<file path="config.mk">
export PLATFORM = sky130hd
export DESIGN_NAME = if_fetch_stage
export DESIGN_NICKNAME = d
export VERILOG_FILES = /design/src/rtl/if_fetch_stage.sv
export SDC_FILE = /design/constraint.sdc
export NUM_CORES = 1
export LEC_CHECK = 0
export BUFFER_PORTS_ARGS = -buffer_cell sky130_fd_sc_hd__buf_4
export CORE_ASPECT_RATIO = 1.25
export CORE_UTILIZATION = 53
export CTS_CLUSTER_SIZE = 24
export DETAILED_ROUTE_END_ITERATION = 7
export PLACE_DENSITY = 0.85
export SKIP_LAST_GASP = 1
export SYNTH_ARGS = -nofsm -noshare
export SYNTH_HDL_FRONTEND = slang
export SYNTH_SLANG_ARGS = --single-unit
</file>
<file path="constraint.sdc">
create_clock -name clk -period 7.4 [get_ports clk]
set_input_delay 1.11 -clock clk [delete_from_list [all_inputs] [get_ports clk]]
set_output_delay 1.11 -clock clk [all_outputs]
set_load 0.01 [all_outputs]
</file>
<file path="src/rtl/if_fetch_stage.sv">
// if_fetch_stage: instruction-fetch stage of the LoongArch core.
// Owns the PC, issues reads to the synchronous instruction SRAM, and hands one
// {pc, inst} pair per cycle to decode. Branch redirects from decode discard the
// current slot. A one-entry hold buffer keeps the word stable while decode stalls.
//
// Optional feature macro: IF_ADE_CHECK_EN
//   defined   : a misaligned next PC suppresses the SRAM read, the slot is loaded
//               with fs_ade set and fs_inst forced to zero.
//   undefined : low PC bits are ignored on the SRAM address, fs_ade is tied 0.
//
// Handshake to decode: fs_to_ds_valid is asserted whenever the slot holds a
// right-path instruction; the transfer completes on a cycle where both
// fs_to_ds_valid and ds_allowin are 1. fs_to_ds_valid never depends on
// ds_allowin. A redirect (br_taken) drops the slot in the same cycle, so a
// wrong-path instruction is never presented as valid.
module if_fetch_stage #(
    parameter logic [31:0] RESET_PC = 32'h1c00_0000
) (
    input  logic        clk,
    input  logic        reset,
    input  logic        ds_allowin,
    input  logic        br_taken,
    input  logic [31:0] br_target,
    output logic        fs_to_ds_valid,
    output logic [31:0] fs_pc,
    output logic [31:0] fs_inst,
    output logic        fs_ade,
    output logic        inst_sram_en,
    output logic        inst_sram_we,
    output logic [31:0] inst_sram_addr,
    output logic [31:0] inst_sram_wdata,
    input  logic [31:0] inst_sram_rdata
);

    // PC value held before the first fetch so that fs_pc + 4 lands on RESET_PC.
    localparam logic [31:0] PRE_RESET_PC = RESET_PC - 32'd4;

    logic        fs_valid;
    logic        req_last;
    logic        buf_valid;
    logic [31:0] inst_buf;
    logic        ade_r;

    logic [31:0] nextpc;
    logic        fs_allowin;
    logic        hold_capture;
    logic        nextpc_misaligned;
    logic [31:0] inst_sel;

    // Next-PC selection: redirect target wins, otherwise sequential (wraps mod 2^32).
    always_comb begin
        nextpc = fs_pc + 32'd4;
        if (br_taken) begin
            nextpc = br_target;
        end
    end

    // The slot can be refilled when empty, drained by decode, or flushed by a redirect.
    always_comb begin
        fs_allowin   = ~fs_valid | ds_allowin | br_taken;
        // First stall cycle: the SRAM word for the slot is on rdata now and
        // will be gone next cycle, so park it in the hold buffer.
        hold_capture = fs_valid & req_last & ~ds_allowin & ~br_taken;
    end

`ifdef IF_ADE_CHECK_EN
    // Misaligned fetch address: the read is suppressed and the slot is flagged.
    always_comb begin
        nextpc_misaligned = (nextpc[1:0] != 2'b00);
    end
`else
    // Low PC bits play no part in fetch when the address check is disabled.
    always_comb begin
        nextpc_misaligned = 1'b0;
    end
`endif

    // SRAM request port: read-only, address is the PC being loaded into the slot.
    always_comb begin
        inst_sram_en    = fs_allowin & ~reset & ~nextpc_misaligned;
        inst_sram_we    = 1'b0;
        inst_sram_wdata = 32'h0;
`ifdef IF_ADE_CHECK_EN
        inst_sram_addr  = nextpc;
`else
        inst_sram_addr  = {nextpc[31:2], 2'b00};
`endif
    end

    // Slot, PC and request-tracking registers.
    always_ff @(posedge clk or posedge reset) begin
        if (reset) begin
            fs_valid <= 1'b0;
            fs_pc    <= PRE_RESET_PC;
            req_last <= 1'b0;
            ade_r    <= 1'b0;
        end else if (fs_allowin) begin
            fs_valid <= 1'b1;
            fs_pc    <= nextpc;
            req_last <= 1'b1;
            ade_r    <= nextpc_misaligned;
        end else begin
            req_last <= 1'b0;
        end
    end

    // Hold buffer: filled on the first stall cycle, released whenever the slot reloads.
    always_ff @(posedge clk or posedge reset) begin
        if (reset) begin
            buf_valid <= 1'b0;
            inst_buf  <= 32'h0;
        end else if (fs_allowin) begin
            buf_valid <= 1'b0;
        end else if (hold_capture) begin
            buf_valid <= 1'b1;
            inst_buf  <= inst_sram_rdata;
        end
    end

    // Delivered word: buffered copy while stalled, live SRAM data otherwise;
    // an address-error slot carries a zero word.
    always_comb begin
        inst_sel = buf_valid ? inst_buf : inst_sram_rdata;
        fs_inst  = ade_r ? 32'h0 : inst_sel;
        fs_ade   = ade_r;
    end

    // Valid to decode, masked in the redirect cycle so the wrong-path slot is dropped.
    always_comb begin
        fs_to_ds_valid = fs_valid & ~br_taken;
    end

endmodule

</file>
==> flow_summary.html <==
<table>
<tr><th>Metric</th><th>Value</th></tr>
<tr><th colspan="2">Worst setup path</th></tr>
<tr><td>Critical path data arrival time</td><td>2.86 ns</td></tr>
<tr><td>Setup slack of the worst register-to-register path</td><td>4.76 ns</td></tr>
<tr><td>Critical path type</td><td>reg2out</td></tr>
<tr><td>Crit path capture type</td><td>primary output</td></tr>
<tr><td>RR Startpoint</td><td>fs_pc[4]</td></tr>
<tr><td>Required time of the critical path</td><td>6.29 ns</td></tr>
<tr><td>Number of cell instances on the worst register-to-register path</td><td>4</td></tr>
<tr><td>Worst setup SP type</td><td>flip-flop</td></tr>
<tr><td>Max FO, Critical Path</td><td>9</td></tr>
<tr><td>Endpoint of the worst-slack reg-to-reg timing path</td><td>fs_pc[25]</td></tr>
<tr><th colspan="2">Routing</th></tr>
<tr><td>Vias after detailed routing</td><td>4,293</td></tr>
<tr><td>Detailed-route DRC error count</td><td>0</td></tr>
<tr><td>Via-per-instance ratio</td><td>5.67</td></tr>
<tr><td>First DRT Iteration DRCs</td><td>218</td></tr>
<tr><td>Post-route antenna net violation count</td><td>0</td></tr>
<tr><td>DR pass1 iterations</td><td>5</td></tr>
<tr><td>Post-detailed-route wirelength per cell</td><td>17.4 microns</td></tr>
<tr><td>Routed WL</td><td>13,200 microns</td></tr>
<tr><th colspan="2">Pwr</th></tr>
<tr><td>Post-layout power</td><td>1150 uW</td></tr>
<tr><td>Worst vdd rail ir drop</td><td>0.134 mV</td></tr>
<tr><td>PwrDens</td><td>192 mW/mm^2</td></tr>
<tr><td>Static Leakage</td><td>0.00258 uW</td></tr>
<tr><th colspan="2">Synthesis</th></tr>
<tr><td>Count of mapped cells out of synthesis</td><td>518</td></tr>
<tr><td>Sequential area share after synthesis</td><td>0.351</td></tr>
<tr><td>Synthesis warning total</td><td>0</td></tr>
<tr><td>Flip-flop cell with the highest count after synthesis</td><td>sky130_fd_sc_hd__dfrtp_1</td></tr>
<tr><td>Yosys reg bits</td><td>67</td></tr>
<tr><td>Yosys cell types</td><td>50</td></tr>
<tr><td>Netlist Area Pre-Place</td><td>0.00487 sq mm</td></tr>
<tr><td>Average cell area after synthesis</td><td>9.41 sq um</td></tr>
<tr><td>Async set-or-reset flop fraction in the synthesized netlist</td><td>1.00</td></tr>
<tr><td>Count of flip-flops with a built-in enable after synthesis</td><td>0</td></tr>
<tr><th colspan="2">Clocking</th></tr>
<tr><td>CTS tree</td><td>built</td></tr>
<tr><td>Total clock buffers created by CTS</td><td>9</td></tr>
<tr><td>Clock latency reported for the late side of the worst-skew pair</td><td>0.36 ns</td></tr>
<tr><td>Number of sinks driven by the clock tree</td><td>67</td></tr>
<tr><td>Clock Tree Buf Depth</td><td>2</td></tr>
<tr><td>CTS H-Tree Depth</td><td>3</td></tr>
<tr><td>Root buffer cell</td><td>sky130_fd_sc_hd__clkbuf_8</td></tr>
<tr><td>Number of gates given a new drive strength after cts</td><td>0</td></tr>
<tr><td>Clock transition at the registers of the reported paths</td><td>0.08 ns</td></tr>
<tr><td>Number of buffers added for setup after CTS</td><td>0</td></tr>
<tr><td>Hold-fix buffers, CTS</td><td>0</td></tr>
<tr><th colspan="2">Floorplanning</th></tr>
<tr><td>Die Wd</td><td>87.8 microns</td></tr>
<tr><td>Number of core rows</td><td>38</td></tr>
<tr><td># IOs</td><td>200</td></tr>
<tr><td>Total Die Area</td><td>0.00958 sq mm</td></tr>
<tr><td>Effective utilization at floorplan</td><td>0.554</td></tr>
<tr><td>Die Height</td><td>109 microns</td></tr>
<tr><td>Placeable core region</td><td>0.00880 sq mm</td></tr>
<tr><th colspan="2">Min path</th></tr>
<tr><td>Hold path startpoint</td><td>req_last</td></tr>
<tr><td>Hold path depth</td><td>2</td></tr>
<tr><td>Path type of the worst min-delay path</td><td>reg2reg</td></tr>
<tr><td>Terminating pin of the worst hold path</td><td>buf_valid</td></tr>
<tr><th colspan="2">STA</th></tr>
<tr><td>Setup TNS</td><td>0 ns</td></tr>
<tr><td>Maximum clock frequency</td><td>252 MHz</td></tr>
<tr><td>Worst rel slew slack</td><td>0.152</td></tr>
<tr><td>Number of failing hold endpoints at the final stage</td><td>0</td></tr>
<tr><td>Max-slew violation count</td><td>0</td></tr>
<tr><td>Total of endpoints with negative setup slack in the final report</td><td>0</td></tr>
<tr><td>Post-layout worst setup margin</td><td>3.43 ns</td></tr>
<tr><td>Actual transition at the worst max-transition pin</td><td>1.27 ns</td></tr>
<tr><td>Part of the cycle the worst path needs</td><td>0.536</td></tr>
<tr><td>Setup repair after global routing missed its margin</td><td>false</td></tr>
<tr><td>Worst Clk Skew</td><td>0.0152 ns</td></tr>
<tr><td>Tmin final</td><td>3.97 ns</td></tr>
<tr><th colspan="2">Final layout</th></tr>
<tr><td>Post-layout nets</td><td>701</td></tr>
<tr><td>Most used cells in the layout excluding fill and tap cells</td><td>168 x sky130_fd_sc_hd__buf_4, 82 x sky130_fd_sc_hd__mux2_2, 41 x sky130_fd_sc_hd__dfrtp_1, 38 x sky130_fd_sc_hd__nor2_1, 37 x sky130_fd_sc_hd__conb_1</td></tr>
<tr><td>Synth-to-layout area growth</td><td>22.6%</td></tr>
<tr><td>Fraction of final layout cells sized beyond drive strength 1</td><td>0.466</td></tr>
<tr><td>Antenna cell count</td><td>0</td></tr>
<tr><td>Leading cell type in the layout, fill and taps excluded</td><td>sky130_fd_sc_hd__buf_4</td></tr>
<tr><td>Non-filler cells, final</td><td>757</td></tr>
<tr><td>Final core utilization</td><td>0.679</td></tr>
<tr><th colspan="2">Placement</th></tr>
<tr><td>Placer congestion estimate</td><td>0.875</td></tr>
<tr><td>Number of input and output port buffers inserted</td><td>163</td></tr>
<tr><td>Post-placement cell count</td><td>741</td></tr>
<tr><td>Place WS</td><td>3.67 ns</td></tr>
<tr><td>Final HPWL from detailed placement</td><td>9880 microns</td></tr>
<tr><th colspan="2">Global route</th></tr>
<tr><td>Global Route Usage Sum</td><td>0.278</td></tr>
<tr><td>Number of global-route vias before repair</td><td>4,218</td></tr>
<tr><td>Wire length of the first global-routing pass</td><td>20,400 microns</td></tr>
<tr><td>GRT Residual Overflow</td><td>0</td></tr>
<tr><td>Maximum number of pins on one net before global-route repair</td><td>68</td></tr>
<tr><td>Antenna violations before repair</td><td>0</td></tr>
<tr><th colspan="2">Run status</th></tr>
<tr><td>Result of the run</td><td>finished clean</td></tr>
<tr><th colspan="2">Flow run</th></tr>
<tr><td>Maximum capacitance violations</td><td>0</td></tr>
</table>
## logic make-up after synthesis
group | Yosys count | share of synthesized area
simple gates | 179 | 0.197
fa+ha+maj | 1 | 0.00257
mux | 84 | 0.194
buf+inv | 109 | 0.136
flops | 67 | 0.351
xor+xnor | 13 | 0.0234
other cells | 2 | 0.00154
compound gates | 63 | 0.0947
## critical path, cell delays in order, from the launching register on
cell                       delay (ns)
sky130_fd_sc_hd__dfstp_2         0.60
sky130_fd_sc_hd__ha_1            0.28
sky130_fd_sc_hd__nand4_1         0.28
sky130_fd_sc_hd__nor3_2          0.63
sky130_fd_sc_hd__a211oi_1        0.15
sky130_fd_sc_hd__a311oi_1        0.37
sky130_fd_sc_hd__buf_4           0.19
## state kept, by name (all words and copies together), names as in the netlist
signal     flops
inst_buf      32
fs_pc         32
req_last       1
buf_valid      1
fs_valid       1
## final cells by class
type | instances | area [sq um]
multi-input cells | 377 | 2630
inverters | 9 | 33.8
clock inverters | 4 | 51.3
well taps | 120 | 150
flip-flops and latches | 67 | 1710
fillers | 692 | 2820
clock buffers | 12 | 135
repair buffers | 168 | 1260
## per-layer routing
layer | track usage | part of all wire | vias to the layer above
met5 | 0 | 0 | -
met4 | 0.125 | 0.024 | 0
met3 | 0.0598 | 0.079 | 32
met2 | 0.496 | 0.52 | 207
met1 | 0.316 | 0.38 | 2038
li1 | - | - | 2016
## Yosys cell counts, types with 5 or more instances
| master | n | area [sq um] |
|---|---|---|
| sky130_fd_sc_hd__mux2_2 | 82 | 923 |
| sky130_fd_sc_hd__buf_4 | 66 | 495 |
| sky130_fd_sc_hd__dfrtp_1 | 41 | 1030 |
| sky130_fd_sc_hd__nor2_1 | 38 | 143 |
| sky130_fd_sc_hd__nand2_1 | 28 | 105 |
| sky130_fd_sc_hd__clkbuf_1 | 27 | 101 |
| sky130_fd_sc_hd__dfstp_2 | 26 | 683 |
| sky130_fd_sc_hd__nor3_1 | 23 | 115 |
| sky130_fd_sc_hd__a211oi_1 | 16 | 120 |
| sky130_fd_sc_hd__nand4_1 | 16 | 100 |
| sky130_fd_sc_hd__nor4_1 | 16 | 100 |
| sky130_fd_sc_hd__and4_1 | 10 | 87.6 |
| sky130_fd_sc_hd__nor2b_1 | 10 | 62.6 |
| sky130_fd_sc_hd__o21ai_0 | 10 | 50.1 |
| sky130_fd_sc_hd__xor2_1 | 9 | 78.8 |
| sky130_fd_sc_hd__a311oi_1 | 8 | 70.1 |
| sky130_fd_sc_hd__inv_1 | 8 | 30.0 |
| sky130_fd_sc_hd__and3_1 | 7 | 43.8 |
| sky130_fd_sc_hd__nand3_1 | 7 | 35.0 |
| sky130_fd_sc_hd__and2_1 | 5 | 31.3 |
| sky130_fd_sc_hd__buf_2 | 5 | 25.0 |
## through the flow
step	hold WS [ns]	area, sq um
3_3_place_gp	0.466	5790
4_1_cts	0.507	5970
2_1_floorplan	0.452	5000
5_1_grt	0.522	5970
3_5_place_dp	0.488	5790
6_report	0.502	5970
## where the power goes
part / internal [uW] / total (uW) / switching, uW
Combinational: 182 / 341 / 160
Clock: 156 / 300 / 144
Sequential: 440 / 505 / 64.8
Total: 778 / 1150 / 368
## worst max-delay path by stage
stage	startpoint	to	slack, ns
after floorplan	br_taken	inst_sram_addr[18]	3.88
after global placement	br_taken	inst_sram_addr[23]	3.71
after detailed placement	br_taken	inst_sram_addr[23]	3.67
after CTS	fs_pc[4]	inst_sram_addr[25]	3.43
after global routing	fs_pc[4]	inst_sram_addr[25]	3.23
final	fs_pc[2]	inst_sram_addr[22]	3.43
Power figures use the tool's default switching activity.
